$ cat src/rtl/mm_pkg.sv
// rtl/mm_pkg.sv - shared states, RAM selects and sizing helpers for the matrix-multiply host sequencer
package mm_pkg;

  typedef enum logic [3:0] {
    IDLE,
    LOAD_X,
    LOAD_Y,
    START,
    WAIT_ACK,
    WAIT_DONE,
    RD_ADDR,
    RD_WAIT,
    RD_OUT
  } mm_state_e;

  localparam logic [1:0] SEL_X = 2'd0;
  localparam logic [1:0] SEL_Y = 2'd1;
  localparam logic [1:0] SEL_Z = 2'd2;

  function automatic int x_cnt(input int x_rows, input int inner);
    return x_rows * inner;
  endfunction

  function automatic int y_cnt(input int inner, input int y_cols);
    return inner * y_cols;
  endfunction

  function automatic int z_cnt(input int x_rows, input int y_cols);
    return x_rows * y_cols;
  endfunction

endpackage

$ cat src/rtl/mm_rd_skid.sv
// rtl/mm_rd_skid.sv - result capture register with valid/ready hold for the Z read-out stream
module mm_rd_skid #(
  parameter int DATA_WIDTH = 32
) (
  input  logic                  clk,
  input  logic                  rst_n,
  input  logic                  cap_en,
  input  logic [DATA_WIDTH-1:0] cap_data,
  input  logic                  cap_last,
  input  logic                  m_ready,
  output logic                  m_valid,
  output logic [DATA_WIDTH-1:0] m_data,
  output logic                  m_last
);

  // Load a RAM word when asked; hold data/last until the downstream takes it.
  always_ff @(posedge clk or negedge rst_n) begin
    if (!rst_n) begin
      m_valid <= 1'b0;
      m_data  <= '0;
      m_last  <= 1'b0;
    end else if (cap_en) begin
      m_valid <= 1'b1;
      m_data  <= cap_data;
      m_last  <= cap_last;
    end else if (m_valid && m_ready) begin
      m_valid <= 1'b0;
      m_last  <= 1'b0;
    end
  end

endmodule

$ cat src/rtl/mm_host_sequencer.sv
// rtl/mm_host_sequencer.sv - loads X/Y RAMs from a word stream, kicks the multiplier, streams Z back out
module mm_host_sequencer
  import mm_pkg::*;
#(
  parameter int ADDR_WIDTH    = 4,
  parameter int DATA_WIDTH    = 32,
  parameter int X_ROWS        = 2,
  parameter int Y_COLS        = 2,
  parameter int X_COLS_Y_ROWS = 2,
  parameter int ACK_TIMEOUT   = 4
) (
  input  logic                  clk,
  input  logic                  rst,
  input  logic                  s_valid,
  output logic                  s_ready,
  input  logic [DATA_WIDTH-1:0] s_data,
  output logic                  m_valid,
  input  logic                  m_ready,
  output logic [DATA_WIDTH-1:0] m_data,
  output logic                  m_last,
  output logic                  mm_start,
  output logic [ADDR_WIDTH-1:0] mm_ram_addr,
  output logic                  mm_ram_wen,
  output logic [1:0]            mm_ram_sel,
  output logic [DATA_WIDTH-1:0] mm_ram_data_in,
  input  logic                  mm_busy,
  input  logic [DATA_WIDTH-1:0] mm_ram_data_out,
  output logic                  busy,
  output logic                  done,
  output logic                  err
);

  localparam int X_CNT = x_cnt(X_ROWS, X_COLS_Y_ROWS);
  localparam int Y_CNT = y_cnt(X_COLS_Y_ROWS, Y_COLS);
  localparam int Z_CNT = z_cnt(X_ROWS, Y_COLS);
  // One spare bit so terminal-count compares never alias through a wrap.
  localparam int CW = ADDR_WIDTH + 1;
  localparam int TW = $clog2(ACK_TIMEOUT + 1);

  localparam logic [CW-1:0] X_LAST   = CW'(X_CNT - 1);
  localparam logic [CW-1:0] Y_LAST   = CW'(Y_CNT - 1);
  localparam logic [CW-1:0] Z_LAST   = CW'(Z_CNT - 1);
  localparam logic [TW-1:0] ACK_LAST = TW'(ACK_TIMEOUT - 1);

  mm_state_e             state_q, state_n;
  logic [CW-1:0]         cnt_q, cnt_n;
  logic [TW-1:0]         ack_q, ack_n;
  logic                  s_hs, m_hs;
  logic                  start_n, wen_n, done_n, err_n;
  logic [ADDR_WIDTH-1:0] addr_n;
  logic [1:0]            sel_n;
  logic [DATA_WIDTH-1:0] wdata_n;

  assign s_hs = s_valid && s_ready;
  assign m_hs = m_valid && m_ready;

  // Next state plus the next value of every registered RAM/control output.
  always_comb begin
    state_n = state_q;
    cnt_n   = cnt_q;
    ack_n   = ack_q;
    start_n = 1'b0;
    wen_n   = 1'b0;
    done_n  = 1'b0;
    err_n   = s_hs ? 1'b0 : err;
    addr_n  = mm_ram_addr;
    sel_n   = mm_ram_sel;
    wdata_n = mm_ram_data_in;
    unique case (state_q)
      IDLE, LOAD_X: begin
        if (s_hs) begin
          wen_n   = 1'b1;
          sel_n   = SEL_X;
          addr_n  = ADDR_WIDTH'(cnt_q);
          wdata_n = s_data;
          if (cnt_q == X_LAST) begin
            cnt_n   = '0;
            state_n = LOAD_Y;
          end else begin
            cnt_n   = cnt_q + 1'b1;
            state_n = LOAD_X;
          end
        end
      end
      LOAD_Y: begin
        if (s_hs) begin
          wen_n   = 1'b1;
          sel_n   = SEL_Y;
          addr_n  = ADDR_WIDTH'(cnt_q);
          wdata_n = s_data;
          if (cnt_q == Y_LAST) begin
            cnt_n   = '0;
            state_n = START;
          end else begin
            cnt_n = cnt_q + 1'b1;
          end
        end
      end
      START: begin
        start_n = 1'b1;
        ack_n   = '0;
        state_n = WAIT_ACK;
      end
      WAIT_ACK: begin
        if (mm_busy) begin
          state_n = WAIT_DONE;
        end else if (ack_q == ACK_LAST) begin
          err_n   = 1'b1;
          state_n = IDLE;
        end else begin
          ack_n = ack_q + 1'b1;
        end
      end
      WAIT_DONE: begin
        if (!mm_busy) begin
          cnt_n   = '0;
          addr_n  = '0;
          sel_n   = SEL_Z;
          state_n = RD_ADDR;
        end
      end
      RD_ADDR: state_n = RD_WAIT;
      RD_WAIT: state_n = RD_OUT;
      RD_OUT: begin
        if (m_hs) begin
          if (cnt_q == Z_LAST) begin
            cnt_n   = '0;
            done_n  = 1'b1;
            state_n = IDLE;
          end else begin
            cnt_n   = cnt_q + 1'b1;
            addr_n  = ADDR_WIDTH'(cnt_q + 1'b1);
            sel_n   = SEL_Z;
            state_n = RD_ADDR;
          end
        end
      end
      default: state_n = IDLE;
    endcase
  end

  // State, counters and all interface outputs; s_ready/busy follow the next state.
  always_ff @(posedge clk or negedge rst) begin
    if (!rst) begin
      state_q        <= IDLE;
      cnt_q          <= '0;
      ack_q          <= '0;
      s_ready        <= 1'b0;
      busy           <= 1'b0;
      mm_start       <= 1'b0;
      mm_ram_wen     <= 1'b0;
      mm_ram_addr    <= '0;
      mm_ram_sel     <= '0;
      mm_ram_data_in <= '0;
      done           <= 1'b0;
      err            <= 1'b0;
    end else begin
      state_q        <= state_n;
      cnt_q          <= cnt_n;
      ack_q          <= ack_n;
      s_ready        <= (state_n == IDLE) || (state_n == LOAD_X) || (state_n == LOAD_Y);
      busy           <= (state_n != IDLE);
      mm_start       <= start_n;
      mm_ram_wen     <= wen_n;
      mm_ram_addr    <= addr_n;
      mm_ram_sel     <= sel_n;
      mm_ram_data_in <= wdata_n;
      done           <= done_n;
      err            <= err_n;
    end
  end

  mm_rd_skid #(
    .DATA_WIDTH(DATA_WIDTH)
  ) u_rd_skid (
    .clk     (clk),
    .rst_n   (rst),
    .cap_en  (state_q == RD_WAIT),
    .cap_data(mm_ram_data_out),
    .cap_last(cnt_q == Z_LAST),
    .m_ready (m_ready),
    .m_valid (m_valid),
    .m_data  (m_data),
    .m_last  (m_last)
  );

endmodule

$ cat config.mk
export PLATFORM = sky130hd
export DESIGN_NAME = mm_host_sequencer
export DESIGN_NICKNAME = d
export VERILOG_FILES = /design/src/rtl/mm_pkg.sv /design/src/rtl/mm_rd_skid.sv /design/src/rtl/mm_host_sequencer.sv
export SDC_FILE = /design/constraint.sdc
export NUM_CORES = 1
export LEC_CHECK = 0
export ABC_AREA = 1
export BUFFER_PORTS_ARGS = -buffer_cell sky130_fd_sc_hd__clkbuf_2
export CORE_ASPECT_RATIO = 1.1
export CORE_MARGIN = 5
export CORE_UTILIZATION = 40
export CTS_CLUSTER_DIAMETER = 60
export DETAILED_ROUTE_END_ITERATION = 12
export PLACE_DENSITY = 0.72
export SLEW_MARGIN = 20
export SYNTH_ARGS = -nofsm -noshare
export SYNTH_HDL_FRONTEND = slang
export SYNTH_SLANG_ARGS = --single-unit
$ cat constraint.sdc
create_clock -name clk -period 1.78 [get_ports clk]
set_input_delay 0.178 -clock clk [delete_from_list [all_inputs] [get_ports clk]]
set_output_delay 0.178 -clock clk [all_outputs]
set_load 0.05 [all_outputs]
== Word level (Yosys, flattened, before mapping) ==
Index checks and enable logic that the tools add are counted.

* Reductions and logical operators: 18
* Eq/ne operators: 20
* Muxes and demuxes: 42
* $add $sub $neg: 2

{| class="wikitable"
|+ Operators with widths
! kind !! count
|-
| 4-bit 2-to-1 mux || 11
|-
| 4-bit one-hot mux with 8 select lines || 1
|-
| 5-bit 2-to-1 mux || 4
|-
| 4-bit by 3-bit equality test with 1-bit output, second input constant || 4
|-
| 5-bit one-hot mux with 3 select lines || 1
|-
| 2-bit != test, second input constant || 7
|-
| 1-bit 2-to-1 mux || 13
|-
| 4-bit by 2-bit equality test with 1-bit output, second input constant || 3
|-
| 2-bit 2-to-1 mux || 6
|-
| 4-bit one-hot mux with 3 select lines || 1
|-
| 3-bit 2-to-1 mux || 3
|-
| 4-bit by 1-bit equality test with 1-bit output, second input constant || 2
|-
| 4-bit zero test || 2
|-
| 2-bit one-hot mux with 4 select lines || 1
|-
| 4-bit nonzero test || 2
|-
| 3-bit one-hot mux with 2 select lines || 1
|-
| 6-bit AND reduction || 1
|-
| 5-bit by 1-bit adder with 5-bit output, second input constant || 1
|-
| 5-bit by 2-bit equality test with 1-bit output, second input constant || 1
|-
| 5-bit AND reduction || 1
|-
| 4-bit equality test, second input constant || 1
|-
| 4-bit AND reduction || 1
|-
| 2-bit nonzero test || 2
|-
| 3-bit by 1-bit adder with 3-bit output, second input constant || 1
|-
| other kinds (9) || 11
|}

* Logic and storage cells: 97
* Output and inout bits: 78
* Bits in registers: 90

== Depth between registers and ports, before layout ==
Gate-level depths: netlist (run 1).

* Word-level depth: 7
* Mapped depth: 9
* Depth with buffers taken out: 9

== Cells and area by module ==
From an unflattened synthesis (run 1), not the netlist that was laid out.

* Cell total of the unflattened synthesis: 464
* Area, all modules: 3947.5 µm²

{| class="wikitable"
|+ By module, submodules not included
! module !! area each (µm²) !! instances !! cells each !! seq. area each (µm²)
|-
| mm_host_sequencer || 2588.7 || 1 || 320 || 1401.3
|-
| mm_rd_skid || 1358.8 || 1 || 144 || 850.8
|}

== Worst setup path before layout (run 1) ==
OpenSTA, ideal clock, no wires.

* Path type: reg2reg
* From: register s_ready
* To: register mm_ram_addr[0]
* Arrival: 1.487 ns
* Stages on the path, launching flop included: 8
* Slack: 0.227 ns
* Buffers on the path: 1
* Library setup time: 0.066 ns
* Cells stage by stage: dfrtp_1 nand2_1 inv_1 nand3_2 a21oi_4 buf_6 nand3_1 nand2_1

* Word-level cells in the longest chain between the ends: 3

{| class="wikitable"
|+ Ends and longest elaborated chain
! item !! line !! text
|-
| start: declaration || mm_host_sequencer.sv:15 || <nowiki>output logic s_ready,</nowiki>
|-
| start signal: assignment || mm_host_sequencer.sv:161 || <nowiki>s_ready <= (state_n == IDLE) || (state_n == LOAD_X) || (state_n == LOAD_Y);</nowiki>
|-
| 1-bit logical AND || mm_host_sequencer.sv:54 || <nowiki>assign s_hs = s_valid && s_ready;</nowiki>
|-
| 2-bit by 1-bit != test with 1-bit output (no source line) || - ||
|-
| 5-bit AND reduction (no source line) || - ||
|-
| end signal: assignment || mm_host_sequencer.sv:165 || <nowiki>mm_ram_addr <= addr_n;</nowiki>
|-
| end: declaration || mm_host_sequencer.sv:22 || <nowiki>output logic [ADDR_WIDTH-1:0] mm_ram_addr,</nowiki>
|}

Every way passes these cells.
A chain may end at the register's enable or synchronous reset.

== Final worst setup path (run 1) ==
* From: register state_q[1]
* To: register mm_ram_addr[2]

* Word-level cells in the longest chain between the ends: 4

{| class="wikitable"
|+ Ends and longest elaborated chain
! item !! line !! text
|-
| start: declaration || mm_host_sequencer.sv:45 || <nowiki>mm_state_e state_q, state_n;</nowiki>
|-
| start signal: assignment || mm_host_sequencer.sv:158 || <nowiki>state_q <= state_n;</nowiki>
|-
| 4-bit by 2-bit equality test with 1-bit output, or another cell as far along || mm_host_sequencer.sv:69 || <nowiki>unique case (state_q)</nowiki>
|-
| 3-bit OR reduction (no source line) || - ||
|-
| 2-bit by 1-bit != test with 1-bit output (no source line) or 3-bit nonzero test (tied branches) || - ||
|-
| 5-bit AND reduction (no source line) || - ||
|}

Several ways; a longest one is shown, not always the timed one.

==> results of run 1 <==
## path summary, 6_finish.rpt
check / slack, ns / to / depth (start not counted)
min in group asynchronous: 0.30 / state_q[1] / 2
max reg2reg: 0.21 / mm_ram_addr[2] / 7
max: 0.21 / mm_ram_addr[2] / 7
min: 0.02 / mm_ram_data_in[16] / 3
min reg2reg: 0.49 / mm_ram_data_in[31] / 2
max in group asynchronous: 0.81 / u_rd_skid.m_data[12] / 3
## worst max-delay path, stage by stage (launching register included)
cell and delay, ns:
dfrtp_1 0.46, inv_2 0.09, nand2_1 0.11, nor2_4 0.21, nor2_2 0.09, a21oi_4 0.32
nand3_1 0.13, nand2_1 0.08
## metal layers
layer / part of all wire [%] / up-vias / routed length, um
met3: 7.2 / 15 / 666
met5: 0 / - / 0
met4: 1.8 / 0 / 165
li1: - / 1545 / -
met1: 41 / 1490 / 3770
met2: 50 / 101 / 4680
## flip-flops by register name, indices dropped and copies added, names as in the netlist, 2 cells and up
| name | cells |
|---|---|
| mm_ram_data_in | 32 |
| u_rd_skid.m_data | 32 |
| cnt_q | 5 |
| mm_ram_addr | 4 |
| state_q | 4 |
| ack_q | 3 |
| mm_ram_sel | 2 |
## area by class of cell
class / instances / area, sq um
Clock buffer: 11 / 131
Inverter: 24 / 90.1
Fill cell: 869 / 4380
Tap cell: 117 / 146
Sequential cell: 90 / 2250
Clock inverter: 5 / 31.3
Multi-Input combinational cell: 264 / 1390
Timing Repair Buffer: 162 / 893
## placed cells by master (no fill, tap or decap), types with 3 or more instances in the layout
cell	Yosys	routed
nand2_1	155	155
mux2_1	27	27
clkbuf_8	0	9
dfrtp_1	90	90
inv_2	6	6
ha_1	3	3
o21ai_0	6	6
dlygate4sd3_1	0	11
a21oi_1	3	3
inv_1	18	18
mux2_2	5	5
clkinv_2	0	3
nor2_1	24	24
nand3_1	18	18
clkbuf_2	0	145
buf_4	0	5
o21ai_1	7	7
## stage by stage
| step | util [%] | hold WS (ns) | cells | cell area, sq um |
|---|---|---|---|---|
| 2_1_floorplan | - | -0.118 | 388 | 3770 |
| 3_3_place_gp | 50.0 | 0.150 | 646 | 4650 |
| 3_5_place_dp | 50.0 | 0.152 | 646 | 4650 |
| 4_1_cts | 52.9 | 0.0000500 | 673 | 4920 |
| 5_1_grt | 53.0 | 0.00287 | 673 | 4930 |
| 6_report | 53.0 | 0.0183 | 673 | 4930 |
## cells in the mapped netlist
master / instances
a21oi_1: 3
a21oi_4: 1
a32o_1: 1
buf_2: 6
buf_6: 1
clkbuf_1: 3
dfrtp_1: 90
ha_1: 3
inv_1: 18
inv_2: 6
mux2_1: 27
mux2_2: 5
nand2_1: 155
nand2_2: 2
nand2_4: 1
nand3_1: 18
nand3_2: 1
nand4_1: 2
nor2_1: 24
nor2_2: 2
nor2_4: 2
nor3_1: 1
o21ai_0: 6
o21ai_1: 7
or2_1: 1
xor2_1: 2
## repair_timing
item | in CTS | in global routing
endpoints found under the setup margin | 0 | 2
hold endpoints to repair | 40 | 0
resized for setup | 0 | 1
hold buffers | 11 | 0
## cells by family after synthesis
logic type | Yosys count | share of synthesized area, %
muxes | 32 | 9.56
AOI/OAI and AO/OA | 18 | 2.82
DFF | 90 | 59.7
adders and majority gates | 3 | 0.995
and+or+nand+nor | 209 | 22.7
buffers and inverters | 34 | 3.78
xor gates and xnor gates | 2 | 0.465
## where the power goes
group          internal [mW]  leakage [nW]  switching, mW
clock                  0.505        0.0831          0.722
sequential              2.96          1.11          0.558
combinational           1.35          1.53           4.55
total                   4.82          2.72           5.83
==> key figures, run 1 <==
Outcome
  • Outcome: finished clean

Global routing
  • Congestion Overflow GR: 0
  • First-pass GRT wire length: 15500 um
  • Initial antenna violation count: 0
  • GRT met3 Usage: 5.14%
  • Largest net degree at the start of global routing: 37
  • GRT Overall Usage: 17.0%
  • GRT Max-Usage Layer: met2
  • Vias in the first global route: 3320
  • Met2 Use GR: 28.9%
  • Met1 GRT Util: 20.1%

Final layout
  • Area growth syn-to-layout: 30.7%
  • Fin nets: 623
  • Layout cells sized above 1: 33.3%
  • Diode count: 0

Timing
  • Setup violators final: 0
  • Post-route minimum period: 1.57 ns
  • Final hold vios: 0
  • Worst Tran Pin Value: 0.518 ns
  • F_max: 635 MHz
  • Final worst slack: 0.205 ns
  • Period Utilization, post-route: 88.5%
  • Clock Skew: 0.00817 ns
  • Pins Over Slew Limit: 0
  • RSZ-0062 raised after global routing: false
  • Post-route setup TNS: 0 ns
  • Slew headroom: 65.4%

Clocking
  • CTS clock-pin slew for the worst setup and hold paths: 0.09 ns
  • H-tree level count: 3
  • Worst skew pair latency: 0.35 ns
  • CTS Sinks: 90
  • Number of setup buffers added after CTS: 0
  • CTS tree: built
  • Total CTS buffers: 9
  • CTS Buffer Depth: 2
  • Root buf cell: clkbuf_8

Setup path
  • Critical path type: flip-flop to flip-flop
  • CP Data Required Time: 2.07 ns
  • Reg2reg start: state_q[1]
  • Arrival time at the worst endpoint: 1.86 ns
  • Crit-path max FO: 14
  • Crit path capture type: flip-flop
  • Crit path from: state_q[1]
  • Crit path launch type: flip-flop

Synthesis
  • Synth Register Bits: 90
  • Top cells by area, synth: dfrtp_1, nand2_1, mux2_1
  • Synth area leader: dfrtp_1
  • Post-Syn Area per Cell: 9.72 sq um
  • Yosys Warn Count: 0
  • Seq/Total Area, Yosys: 59.7%
  • Syn Nets: 460
  • Gate count after technology mapping: 388
  • Post-Syn Area: 0.00377 sq mm
  • Top-area cell type share of the netlist area: 59.7%
  • Yosys cell types: 26

Floorplanning
  • # IOs: 147
  • Die height: 112 um
  • Die area: 0.0115 sq mm
  • Initial Util: 40.5%
  • Die X: 103 um
  • FP Rows: 37
  • Core area: 0.00931 sq mm

Routing
  • DR pass1 iterations: 5
  • Final wirelength: 9290 um
  • Remaining DRCs: 0
  • Antenna Nets Post-Route: 0
  • Initial drt markers: 120
  • Vias per Instance: 4.68
  • WL/cell: 13.8 um
  • DR vias: 3151

Power
  • Leakage: 2.72 nW
  • Pwr Total: 10.7 mW
  • Worst VDD drop: 1170 uV
  • Pwr dens: 2160 mW/mm^2

Placement
  • GPL Wtd Cong: 0.875
  • Pre-CTS WS: 0.167 ns
  • DP HPWL: 6960 um
  • # port buffers: 146

Job
  • Maxcap violations: 0

Hold path
  • Hold Crit Class: input port to flip-flop
  • Hold_sp: s_data[16]
Note: power is estimated with default switching activity, not from simulation.
==> run 2, diff against run 1 <==
- CORE_UTILIZATION: 40 -> 49
- PLACE_DENSITY: 0.72 -> not set
- PLACE_DENSITY_LB_ADDON: not set -> 0.25
==> run 2 against run 1 <==
Die area is 17% lower. Power grew 1.8%. First-iteration DRC count down 28%. Utilization rose by 12 points. Non-clock buffer count shrank 7. Critical path type unchanged.
==> key figures, run 2 (synthesis results as in run 1) <==
Outcome
  • Outcome: finished clean

Global routing
  • Vias in the first global route: 3279
  • First-pass GRT wire length: 15000 um
  • GRT Overall Usage: 19.9%
  • Initial antenna violation count: 0
  • Largest net degree at the start of global routing: 51
  • Congestion Overflow GR: 0

Clocking
  • Number of setup buffers added after CTS: 0
  • CTS tree: built
  • Total CTS buffers: 9
  • Root buf cell: clkbuf_8
  • Worst skew pair latency: 0.35 ns
  • CTS Sinks: 90
  • CTS Buffer Depth: 2
  • CTS clock-pin slew for the worst setup and hold paths: 0.09 ns
  • Number of gates resized after cts: 0
  • H-tree level count: 3
  • Hold-fix buffer count after cts: 1

Timing
  • Post-route setup TNS: 0 ns
  • Worst hold slack: 0.0136 ns
  • Post-route minimum period: 1.63 ns
  • Clock Skew: 0.00781 ns
  • Final hold vios: 0
  • Slew headroom: 68.5%
  • Worst Tran Pin Value: 0.471 ns
  • Setup violators final: 0
  • RSZ-0062 raised after global routing: false
  • Pins Over Slew Limit: 0
  • F_max: 612 MHz
  • Period Utilization, post-route: 91.8%

Setup path
  • Critical-path cell list: inv_2, nand2_1, nor2_2, nand2_1, nand2_2, inv_1, nand3_1, a21oi_1
  • Arrival time at the worst endpoint: 1.87 ns
  • Crit path launch type: flip-flop
  • Slowest library cell on the worst path: dfrtp_1
  • CP Data Required Time: 2.01 ns
  • Crit path capture type: flip-flop
  • Crit path largest cell delay: 0.45 ns
  • Crit-path max FO: 7
  • Reg2Reg Setup Slack: 0.15 ns
  • CP most frequent cell: nand2_1
  • Critical path type: flip-flop to flip-flop

Power
  • Leakage: 2.71 nW
  • Pwr dens: 2230 mW/mm^2
  • Worst VDD drop: 1720 uV

Final layout
  • Fillers: 625
  • Layout cells sized above 1: 34.2%
  • Reg area: 0.00225 sq mm
  • Area growth syn-to-layout: 29.3%
  • Most frequent cells in the layout: nand2_1, clkbuf_2, dfrtp_1, mux2_1, nor2_1
  • Largest regs: mm_ram_data_in x32, u_rd_skid.m_data x32, cnt_q x5
  • Diode count: 0
  • Commonest non-fill, non-tap cell in the layout: nand2_1
  • Fin nets: 616
  • Multi-input logic area: 0.00138 sq mm

Floorplanning
  • Initial Util: 50.5%
  • Die X: 93.6 um
  • FP Rows: 33
  • Die height: 102 um
  • Core area: 0.00747 sq mm
  • Die area: 0.00955 sq mm
  • # IOs: 147

Routing
  • DR pass1 iterations: 4
  • Final wirelength: 8930 um
  • DR vias: 3111
  • Antenna Nets Post-Route: 0
  • WL/cell: 13.7 um
  • Initial drt markers: 87
  • Vias per Instance: 4.76
  • Remaining DRCs: 0

Placement
  • GPL Wtd Cong: 0.915
  • DP HPWL: 6900 um
  • # port buffers: 146

Hold path
  • Hold Crit Class: input port to flip-flop

Job
  • Maxcap violations: 0
run 2: cell count changes in the layout (fill, tap and decap cells not counted), sizes merged:
cell / change
buf: +2
bufinv: +1
dlygate4sd3: -9
clkinvlp: +2
inv: +1
clkbuf: -1
clkinv: -3
run 2: layout make-up:
| class | count | area share, % |
|---|---|---|
| inverters | 24 | 1.85 |
| clock buffers | 10 | 2.62 |
| multi-input cells | 264 | 28.2 |
| clock inverters | 6 | 1.36 |
| repair buffers | 155 | 17.0 |
| flip-flops and latches | 90 | 46.2 |
| well taps | 105 | 2.70 |
run 2: metrics by stage:
stage / setup slack (ns) / utilization (%) / total power [mW] / instance area, sq um / std cells
6_report: 0.146 / 65.2 / 10.8 / 4870 / 654
5_1_grt: 0.00616 / 65.2 / 11.5 / 4870 / 654
4_1_cts: 0.140 / 65.1 / 11.0 / 4860 / 653
3_5_place_dp: 0.163 / 62.4 / 9.56 / 4660 / 636
3_3_place_gp: 0.164 / 62.4 / 9.46 / 4660 / 636
2_1_floorplan: 0.227 / - / 8.01 / 3770 / 388
run 2: layer usage:
metal  wire [um]  vias to the layer above  global-route usage, %
met5           0                        -                      0
met4         187                        0                   6.89
met3         714                       16                   7.36
met2        4370                      110                   32.3
met1        3660                     1450                   24.8
li1            -                     1535                      -
run 2: path summary, 6_finish.rpt:
kind,from,to,depth (start not counted)
max,state_q[1],mm_ram_sel[1],8
min,s_data[7],mm_ram_data_in[7],3
max reg2reg,state_q[1],mm_ram_sel[1],8
min reg2reg,mm_ram_data_in[6],mm_ram_data_in[6],2
max in group asynchronous,rst,mm_ram_data_in[31],3
min in group asynchronous,rst,u_rd_skid.m_data[14],2
run 2: critical path, delay by kind of cell, from the launching register on:
kind,cells,cell delay [ns]
DFF,1,0.45
buffers and inverters,2,0.15
and+or+nand+nor,5,0.81
AOI/OAI and AO/OA,1,0.10
run 2: power by group:
part           internal, mW  total [mW]  switching [mW]
Sequential             2.97        3.52           0.557
Combinational          1.39        5.95            4.57
Clock                 0.652        1.37           0.719
Total                  5.01        10.8            5.84
==> run 3, diff against run 2 <==
- CTS_BUF_LIST: not set -> sky130_fd_sc_hd__clkbuf_16
==> run 3 against run 2 <==
Count of clock-buffer cells in the layout shrank 1. Clock skew is essentially flat. Power grew 4.7%. Hold slack gained 0.024 ns. First-iteration DRC count grew 24%. Utilization grew 1.2 points. Critical endpoint is now busy. Clock power grew 36%. Combinational power is essentially flat. Sequential share of layout area shrank 0.85 points. Die area is the same. Routed wire length grew 1.0%. Largest power group unchanged. Final cell count shrank 0.15%. Largest cell class unchanged.
==> key figures, run 3 (synthesis results as in run 1) <==
Clocking
  • CTS Sinks: 90
  • CTS clock-pin slew for the worst setup and hold paths: 0.07 ns
  • Worst skew pair latency: 0.33 ns
  • Total CTS buffers: 9
  • Number of setup buffers added after CTS: 0
  • Root buf cell: clkbuf_16
  • CTS tree: built
  • Number of gates resized after cts: 0
  • H-tree level count: 3
  • Hold-fix buffer count after cts: 1
  • CTS Buffer Depth: 2

Setup path
  • Reg2Reg Setup Slack: 0.15 ns
  • Arrival time at the worst endpoint: 1.85 ns
  • Worst r2r dst: busy
  • Worst r2r path cells: 8
  • Crit-path max FO: 36
  • Reg2reg start: state_q[1]
  • Crit path launch type: flip-flop
  • Critical path type: flip-flop to flip-flop
  • CP Data Required Time: 2.00 ns
  • Crit path capture type: flip-flop

Floorplanning
  • FP Rows: 33
  • Core area: 0.00747 sq mm
  • Initial Util: 50.5%
  • # IOs: 147
  • Die area: 0.00955 sq mm
  • Die height: 102 um
  • Die X: 93.6 um

Routing
  • DR vias: 3153
  • Initial drt markers: 108
  • Antenna Nets Post-Route: 0
  • WL/cell: 13.8 um
  • Vias per Instance: 4.83
  • Remaining DRCs: 0
  • Final wirelength: 9020 um
  • DR pass1 iterations: 6

Final layout
  • Reg area: 0.00225 sq mm
  • Layout cells sized above 1: 34.3%
  • Finished Layout Cells: 653
  • Most frequent cells in the layout: nand2_1, clkbuf_2, dfrtp_1, mux2_1, nor2_1
  • Fin nets: 615
  • Diode count: 0
  • Design area: 0.00497 sq mm
  • Commonest non-fill, non-tap cell in the layout: nand2_1
  • Fillers: 608
  • Area growth syn-to-layout: 31.7%
  • Multi-input logic area: 0.00138 sq mm
  • Largest regs: mm_ram_data_in x32, u_rd_skid.m_data x32, cnt_q x5
  • Final core utilization: 66.4%

Hold path
  • Hold depth: 3
  • Hold EP: mm_ram_data_in[7]
  • Hold_sp: s_data[7]
  • Hold Crit Class: input port to flip-flop

Timing
  • Setup violators final: 0
  • Final worst slack: 0.145 ns
  • Post-route setup TNS: 0 ns
  • Pins Over Slew Limit: 0
  • Final hold vios: 0
  • Clock Skew: 0.00794 ns
  • Slew headroom: 67.9%
  • RSZ-0062 raised after global routing: false
  • Post-route minimum period: 1.63 ns
  • Worst hold slack: 0.0379 ns
  • Period Utilization, post-route: 91.8%
  • Worst Tran Pin Value: 0.481 ns
  • F_max: 612 MHz

Placement
  • # port buffers: 146
  • Dpl cell area: 0.00466 sq mm
  • DP HPWL: 6900 um
  • Pre-CTS WS: 0.163 ns
  • Placed Cells: 636
  • GPL Wtd Cong: 0.915

Power
  • Pwr Total: 11.4 mW
  • Worst VDD drop: 1630 uV
  • Pwr dens: 2290 mW/mm^2
  • Leakage: 2.76 nW

Global routing
  • First-pass GRT wire length: 15100 um
  • Congestion Overflow GR: 0
  • Largest net degree at the start of global routing: 51
  • Vias in the first global route: 3288
  • GRT Overall Usage: 20.1%
  • Initial antenna violation count: 0

Outcome
  • Outcome: finished clean

Job
  • Maxcap violations: 0
## run 3: layout make-up
type	instances	area share, %
Sequential cell	90	45.4
Inverter	24	1.81
Clock inverter	7	1.41
Timing Repair Buffer	154	16.5
Clock buffer	9	4.54
Multi-Input combinational cell	264	27.7
Tap cell	105	2.65
## run 3: critical path, stage by stage, from the launching register on
cell and delay, ns:
dfrtp_1 0.44, nand2_1 0.17, inv_2 0.06, nand2_4 0.36
nand2_1 0.15, inv_1 0.08, nand3_1 0.11, inv_1 0.07
nand2_1 0.05
## run 3: per-layer routing
layer,global-route usage [%],part of all wire [%],vias up
li1,-,-,1536
met1,25.1,41,1470
met2,32.6,49,127
met3,6.85,7.6,20
met4,7.44,2.4,0
met5,0,0,-
## run 3: worst max-delay path by stage
| stage | start | end | depth (start not counted) |
|---|---|---|---|
| after floorplan | s_ready | mm_ram_addr[0] | 7 |
| after global placement | state_q[1] | busy | 8 |
| after detailed placement | state_q[1] | busy | 8 |
| after CTS | state_q[1] | busy | 8 |
| after global routing | state_q[1] | busy | 8 |
| final | state_q[1] | busy | 8 |
## run 3: report_power, final
group | switching (mW) | internal [mW]
Sequential | 0.563 | 2.97
Clock | 0.780 | 1.09
Combinational | 4.57 | 1.39
Total | 5.91 | 5.44
